`src/rtl/adder_pkg.sv`:
```
// Shared definitions for the pipelined ripple-carry adder family.
// Provides the add/subtract mode encoding and the slice-width helper
// used by the top level's elaboration-time parameter check.
package adder_pkg;

    localparam logic MODE_ADD = 1'b0;
    localparam logic MODE_SUB = 1'b1;

    // Width of one ripple slice; returns 0 for a degenerate slice count so
    // the caller's consistency check rejects it instead of dividing by zero.
    function automatic int unsigned slice_w(input int unsigned width,
                                            input int unsigned slices);
        if (slices == 0) begin
            return 0;
        end
        return width / slices;
    endfunction

endpackage

```
`src/rtl/rc_slice_adder.sv`:
```
// Combinational SLICE_W-bit ripple-carry adder used as one pipeline slice.
// Ports:
//   a, b      : slice operands (b already inverted for subtraction)
//   cin       : carry into bit 0
//   sum       : slice result
//   cout      : carry out of the top bit
//   c_msb_in  : carry into the top bit (for signed overflow detection)
module rc_slice_adder #(
    parameter int unsigned SLICE_W = 4
) (
    input  logic [SLICE_W-1:0] a,
    input  logic [SLICE_W-1:0] b,
    input  logic               cin,
    output logic [SLICE_W-1:0] sum,
    output logic               cout,
    output logic               c_msb_in
);

    logic c;

    always_comb begin
        sum      = '0;
        c        = cin;
        c_msb_in = cin;
        for (int unsigned i = 0; i < SLICE_W; i++) begin
            if (i == SLICE_W - 1) begin
                c_msb_in = c;
            end
            sum[i] = a[i] ^ b[i] ^ c;
            c      = (a[i] & b[i]) | (c & (a[i] ^ b[i]));
        end
        cout = c;
    end

endmodule

```
`src/rtl/pipelined_rc_adder.sv`:
```
// Pipelined WIDTH-bit add/subtract unit built from SLICES ripple slices,
// one slice per stage, with valid/ready handshakes on both sides.
// Ports:
//   clk, rst_n           : clock, asynchronous active-low reset
//   in_valid / in_ready  : operand handshake (in_ready = pipe may advance)
//   in_a, in_b           : operands
//   in_cin               : carry-in for add; ignored when in_sub = 1
//   in_sub               : 0 = A+B+cin, 1 = A-B
//   out_valid / out_ready: result handshake
//   out_sum, out_cout    : result and carry out (subtract: 1 = no borrow)
//   out_ovf              : signed overflow
module pipelined_rc_adder
    import adder_pkg::*;
#(
    parameter int WIDTH  = 16,
    parameter int SLICES = 4
) (
    input  logic             clk,
    input  logic             rst_n,
    input  logic             in_valid,
    output logic             in_ready,
    input  logic [WIDTH-1:0] in_a,
    input  logic [WIDTH-1:0] in_b,
    input  logic             in_cin,
    input  logic             in_sub,
    output logic             out_valid,
    input  logic             out_ready,
    output logic [WIDTH-1:0] out_sum,
    output logic             out_cout,
    output logic             out_ovf
);

    localparam int SW = int'(slice_w(WIDTH, SLICES));

    if (WIDTH < 2 || SLICES < 1 || SW * SLICES != WIDTH) begin : g_bad_cfg
        $error("pipelined_rc_adder: WIDTH must be >= 2 and divisible by SLICES");
    end

    logic             adv;
    logic             push;
    logic [WIDTH-1:0] b_eff;
    logic             c0;

    // The whole pipe moves together; a stalled output freezes every stage.
    assign adv      = !out_valid || out_ready;
    assign in_ready = adv;
    assign push     = in_valid && adv;
    assign b_eff    = (in_sub == MODE_SUB) ? ~in_b : in_b;
    assign c0       = (in_sub == MODE_ADD) ? in_cin : 1'b1;

    // Stage k adds slice k only. Lower result slices ride forward in s_q
    // (deskew); upper operand slices ride forward in a_up_q/b_up_q (skew).
    for (genvar k = 0; k < SLICES; k++) begin : g_st
        localparam int LO = k * SW;
        localparam int HI = LO + SW;

        logic [SW-1:0] a_sl;
        logic [SW-1:0] b_sl;
        logic [SW-1:0] s_sl;
        logic          c_in;
        logic          c_out;
        logic          v_in;
        logic [HI-1:0] s_acc;

        if (k == 0) begin : g_src
            assign a_sl  = in_a[SW-1:0];
            assign b_sl  = b_eff[SW-1:0];
            assign c_in  = c0;
            assign v_in  = push;
            assign s_acc = s_sl;
        end else begin : g_src
            assign a_sl  = g_st[k-1].g_mid.a_up_q[SW-1:0];
            assign b_sl  = g_st[k-1].g_mid.b_up_q[SW-1:0];
            assign c_in  = g_st[k-1].g_mid.c_q;
            assign v_in  = g_st[k-1].g_mid.v_q;
            assign s_acc = {s_sl, g_st[k-1].g_mid.s_q};
        end

        if (k < SLICES - 1) begin : g_mid
            logic [WIDTH-HI-1:0] a_up_d;
            logic [WIDTH-HI-1:0] b_up_d;
            logic [WIDTH-HI-1:0] a_up_q;
            logic [WIDTH-HI-1:0] b_up_q;
            logic [HI-1:0]       s_q;
            logic                c_q;
            logic                v_q;
            logic                c_msb_unused;

            rc_slice_adder #(.SLICE_W(SW)) u_slice (
                .a        (a_sl),
                .b        (b_sl),
                .cin      (c_in),
                .sum      (s_sl),
                .cout     (c_out),
                .c_msb_in (c_msb_unused)
            );

            if (k == 0) begin : g_up
                assign a_up_d = in_a[WIDTH-1:HI];
                assign b_up_d = b_eff[WIDTH-1:HI];
            end else begin : g_up
                assign a_up_d = g_st[k-1].g_mid.a_up_q[WIDTH-LO-1:SW];
                assign b_up_d = g_st[k-1].g_mid.b_up_q[WIDTH-LO-1:SW];
            end

            always_ff @(posedge clk or negedge rst_n) begin
                if (!rst_n) begin
                    v_q    <= 1'b0;
                    c_q    <= 1'b0;
                    s_q    <= '0;
                    a_up_q <= '0;
                    b_up_q <= '0;
                end else if (adv) begin
                    v_q    <= v_in;
                    c_q    <= c_out;
                    s_q    <= s_acc;
                    a_up_q <= a_up_d;
                    b_up_q <= b_up_d;
                end
            end
        end else begin : g_last
            logic c_msb;

            rc_slice_adder #(.SLICE_W(SW)) u_slice (
                .a        (a_sl),
                .b        (b_sl),
                .cin      (c_in),
                .sum      (s_sl),
                .cout     (c_out),
                .c_msb_in (c_msb)
            );

            always_ff @(posedge clk or negedge rst_n) begin
                if (!rst_n) begin
                    out_valid <= 1'b0;
                    out_sum   <= '0;
                    out_cout  <= 1'b0;
                    out_ovf   <= 1'b0;
                end else if (adv) begin
                    out_valid <= v_in;
                    out_sum   <= s_acc;
                    out_cout  <= c_out;
                    out_ovf   <= c_out ^ c_msb;
                end
            end
        end
    end

endmodule

```
`config.mk`:
```
export PLATFORM = sky130hd
export DESIGN_NAME = pipelined_rc_adder
export DESIGN_NICKNAME = d
export VERILOG_FILES = /design/src/rtl/adder_pkg.sv /design/src/rtl/rc_slice_adder.sv /design/src/rtl/pipelined_rc_adder.sv
export SDC_FILE = /design/constraint.sdc
export NUM_CORES = 1
export LEC_CHECK = 0
export ABC_AREA = 0
export BUFFER_PORTS_ARGS = -buffer_cell sky130_fd_sc_hd__buf_2
export CAP_MARGIN = 0
export CORE_ASPECT_RATIO = 0.5
export CORE_MARGIN = 2
export CORE_UTILIZATION = 52
export DETAILED_ROUTE_END_ITERATION = 12
export PLACE_DENSITY = 0.75
export SLEW_MARGIN = 5
export SYNTH_ARGS = -nofsm -noshare
export SYNTH_HDL_FRONTEND = slang
export SYNTH_SLANG_ARGS = --single-unit
```
`constraint.sdc`:
```
create_clock -name clk -period 2.1 [get_ports clk]
set_input_delay 0.105 -clock clk [delete_from_list [all_inputs] [get_ports clk]]
set_output_delay 0.105 -clock clk [all_outputs]
set_load 0.005 [all_outputs]
```
==> reports/metrics.cfg <==
[status]
outcome=finished, violations left
violations=negative setup slack

[min_path]
holdPathStages=2
worst_hold_path_type=in -> reg
hold_start=in_a[15]
hold_end=g_st[0].g_mid.a_up_q[11]$_DFFE_PN0N_

[setup_path]
rr_endpoint=out_ovf$_DFFE_PN0N_
crit_family=adder cells
path_class=reg -> reg
crit_chain=fa_2 > inv_2 > fa_2 > inv_2 > fa_2 > inv_2 > fa_2 > xnor2_1 > mux2_4
slowest_stage=dfrtp_1
slowest_delay_ns=0.40
cp-start-kind=flop
reg2reg_slack_ns=-0.02
r2r-start=g_st[2].g_mid.a_up_q[0]$_DFFE_PN0N_
cp-end-kind=flop
cp_num_buf_inv=3
cp_num_cells=9
cp_common_cell=fa_2
crit_arrival_ns=2.36
crit_required_ns=2.33
r2r_cells=9
path_max_fanout=2

[detailed_routing]
wl_um=7350
ant_nets=0
drt_iter0_markers=145
dr.pass1.iters=4
drc_errors=0
vias=2333
wl_per_cell_um=15.4
viasPerCell=4.89

[clock_tree]
cts.path.max_buffers=2
cts-buffers-inserted=9
tritoncts_num_sinks=97
clkSlewWorstSetupHoldPaths_ns=0.06
cts-root-buf=clkbuf_16
clk_latency_ns=0.34
cts_tree=built
cts-htree-levels=3

[logic_synthesis]
synth_seq_cells=97
synthCells=281
synth_area_um2=4320
syn_avg_cell_area_um2=15.4
synthesis.nets=335
yosysWarnings=0
yosysSeqAreaShare=0.562
synth.distinct_cells=18

[power]
p_leak_nw=2.42
p_switching_mw=2.22
vdd_drop_max_mv=0.715
power.internal_mw=5.36
power_density_nw_per_um2=1450
switching_share=0.293
power_frac_clock=0.215
pwr-share-comb=0.364
seqPwrFrac=0.420

[floorplanning]
die_h_um=68.4
io_pins=58
rows=23
core_area_um2=8030
dieArea_um2=9090
fp.dieW_um=133
start_util=0.537

[timing]
max_freq_mhz=471
period_minus_slack_ns=2.12
hold-worst-slack_ns=0.00850
worst_pin_slew_ns=0.691
post-route-period-util=1.01
slew_viol_final=0
max-slew-margin-rel=0.539
hold_viol=0
setup_violations=2
worst_slack_ns=-0.0240
rsz0062_at_grt=true
skew_ns=0.00834

[placement]
gp_congestion=0.792
portBuffers=57
dpl.hpwl_um=5040
preCtsSetupSlack_ns=-0.138

[final_layout]
drive_above_1_share=0.527
fin_nets=414
areaGrowthSynthToFinish_pct=21.4

[flow_run]
max_cap_viol_count=0

[global_route]
antenna_found_initial=1
grt_first_pass_wirelength_um=12200
grt-ovfl-total=0
gr-usage-all-layers=0.182
grt_start_max_net_pins=74
grt_pass1_vias=2451

==> power groups by stage <==
| stage | clock, mW | sequential, mW | combinational (mW) |
|---|---|---|---|
| floorplan | 0 | 3.10 | 1.91 |
| CTS | 1.67 | 3.20 | 2.81 |
| global route | 1.74 | 3.31 | 3.07 |
| detailed placement | 0 | 3.23 | 2.61 |
| finish | 1.63 | 3.19 | 2.76 |
| global placement | 0 | 3.18 | 2.50 |
==> stage by stage <==
step           utilization  instance area (um2)  TNS (ns)  cells  total power, mW
6_report             0.653                 5240   -0.0303    477             7.58
5_1_grt              0.652                 5240    -0.344    476             8.12
4_1_cts              0.650                 5220    -0.131    474             7.68
3_5_place_dp         0.592                 4750    -0.313    444             5.84
3_3_place_gp         0.592                 4750    -0.136    444             5.68
2_1_floorplan            -                 4370    -0.193    281             5.01
==> metal layers <==
| layer | global-route usage | wire length, um | up-vias |
|---|---|---|---|
| li1 | - | - | 1091 |
| met1 | 0.226 | 3240 | 1196 |
| met2 | 0.312 | 3640 | 36 |
| met3 | 0.0578 | 370 | 10 |
| met4 | 0.0605 | 95 | 0 |
| met5 | 0 | 0 | - |
==> kinds of logic after synthesis <==
kind of cell             share of synthesized area
adder cells (fa/ha/maj)                     0.0742
buffers and inverters                       0.0504
multiplexers                                 0.242
AND/OR/NAND/NOR                             0.0235
flip-flops                                   0.562
XOR/XNOR                                    0.0345
AO/OA/AOI/OAI                               0.0128
==> synthesized netlist by cell type <==
cell type | instances | area share
nor2b_2 | 1 | 0.0020
nand2b_1 | 1 | 0.0015
fa_1 | 16 | 0.074
mux2_4 | 24 | 0.084
buf_2 | 1 | 0.0012
nor2_1 | 1 | 0.00087
nor3b_1 | 11 | 0.019
xor2_1 | 12 | 0.024
buf_6 | 5 | 0.013
mux2_2 | 59 | 0.15
inv_4 | 1 | 0.0015
buf_4 | 6 | 0.010
xnor2_1 | 5 | 0.010
mux2i_1 | 2 | 0.0046
inv_1 | 26 | 0.023
a21oi_1 | 11 | 0.013
clkbuf_1 | 2 | 0.0017
dfrtp_1 | 97 | 0.56
==> sequential cells by signal, summed over array words and instances (netlist names) <==
| signal | flops |
|---|---|
| g_st.g_mid.a_up_q | 24 |
| out_cout | 1 |
| out_ovf | 1 |
| out_valid | 1 |
| g_st.g_mid.s_q | 24 |
| g_st.g_mid.v_q | 3 |
| g_st.g_mid.b_up_q | 24 |
| g_st.g_mid.c_q | 3 |
| out_sum | 16 |
==> final cells by class <==
class | count | area (um2)
fill | 585 | 2790
sequential | 97 | 2430
multi-input combinational | 143 | 1740
timing repair buffer | 82 | 533
clock buffer | 12 | 256
tap | 112 | 140
inverter | 27 | 104
clock inverter | 3 | 40.0
antenna | 1 | 2.50
==> how the worst max path moves through the flow <==
stage / start / endpoint / slack [ns]
3_3_place_gp: in_sub / g_st[0].g_mid.s_q[3]$_DFFE_PN0N_ / -0.08
5_1_grt: g_st[2].g_mid.a_up_q[0]$_DFFE_PN0N_ / out_ovf$_DFFE_PN0N_ / -0.11
2_1_floorplan: in_sub / g_st[0].g_mid.s_q[3]$_DFFE_PN0N_ / -0.18
6_report: g_st[2].g_mid.a_up_q[0]$_DFFE_PN0N_ / out_ovf$_DFFE_PN0N_ / -0.02
4_1_cts: g_st[2].g_mid.a_up_q[0]$_DFFE_PN0N_ / out_ovf$_DFFE_PN0N_ / -0.06
3_5_place_dp: in_sub / g_st[0].g_mid.s_q[3]$_DFFE_PN0N_ / -0.14
==> placed cells by master, fill, tap and decap left out, types with 3 or more instances in the layout <==
cell / count
inv_1: 17
buf_4: 11
xnor2_1: 4
buf_2: 56
fa_1: 5
xor2_1: 12
dfrtp_1: 97
fa_2: 11
inv_2: 9
a21oi_1: 8
dlygate4sd3_1: 13
clkbuf_16: 9
nor3b_1: 11
mux2_2: 58
mux2_4: 25
a21oi_2: 3
==> what timing repair did <==
item	CTS	global route
setup buffers	2	2
hold buffers	13	0
endpoints found under the hold margin	36	0
resized for setup	16	0
pin swaps	9	9
setup endpoints to repair	4	5
Power figures use the tool's default switching activity.
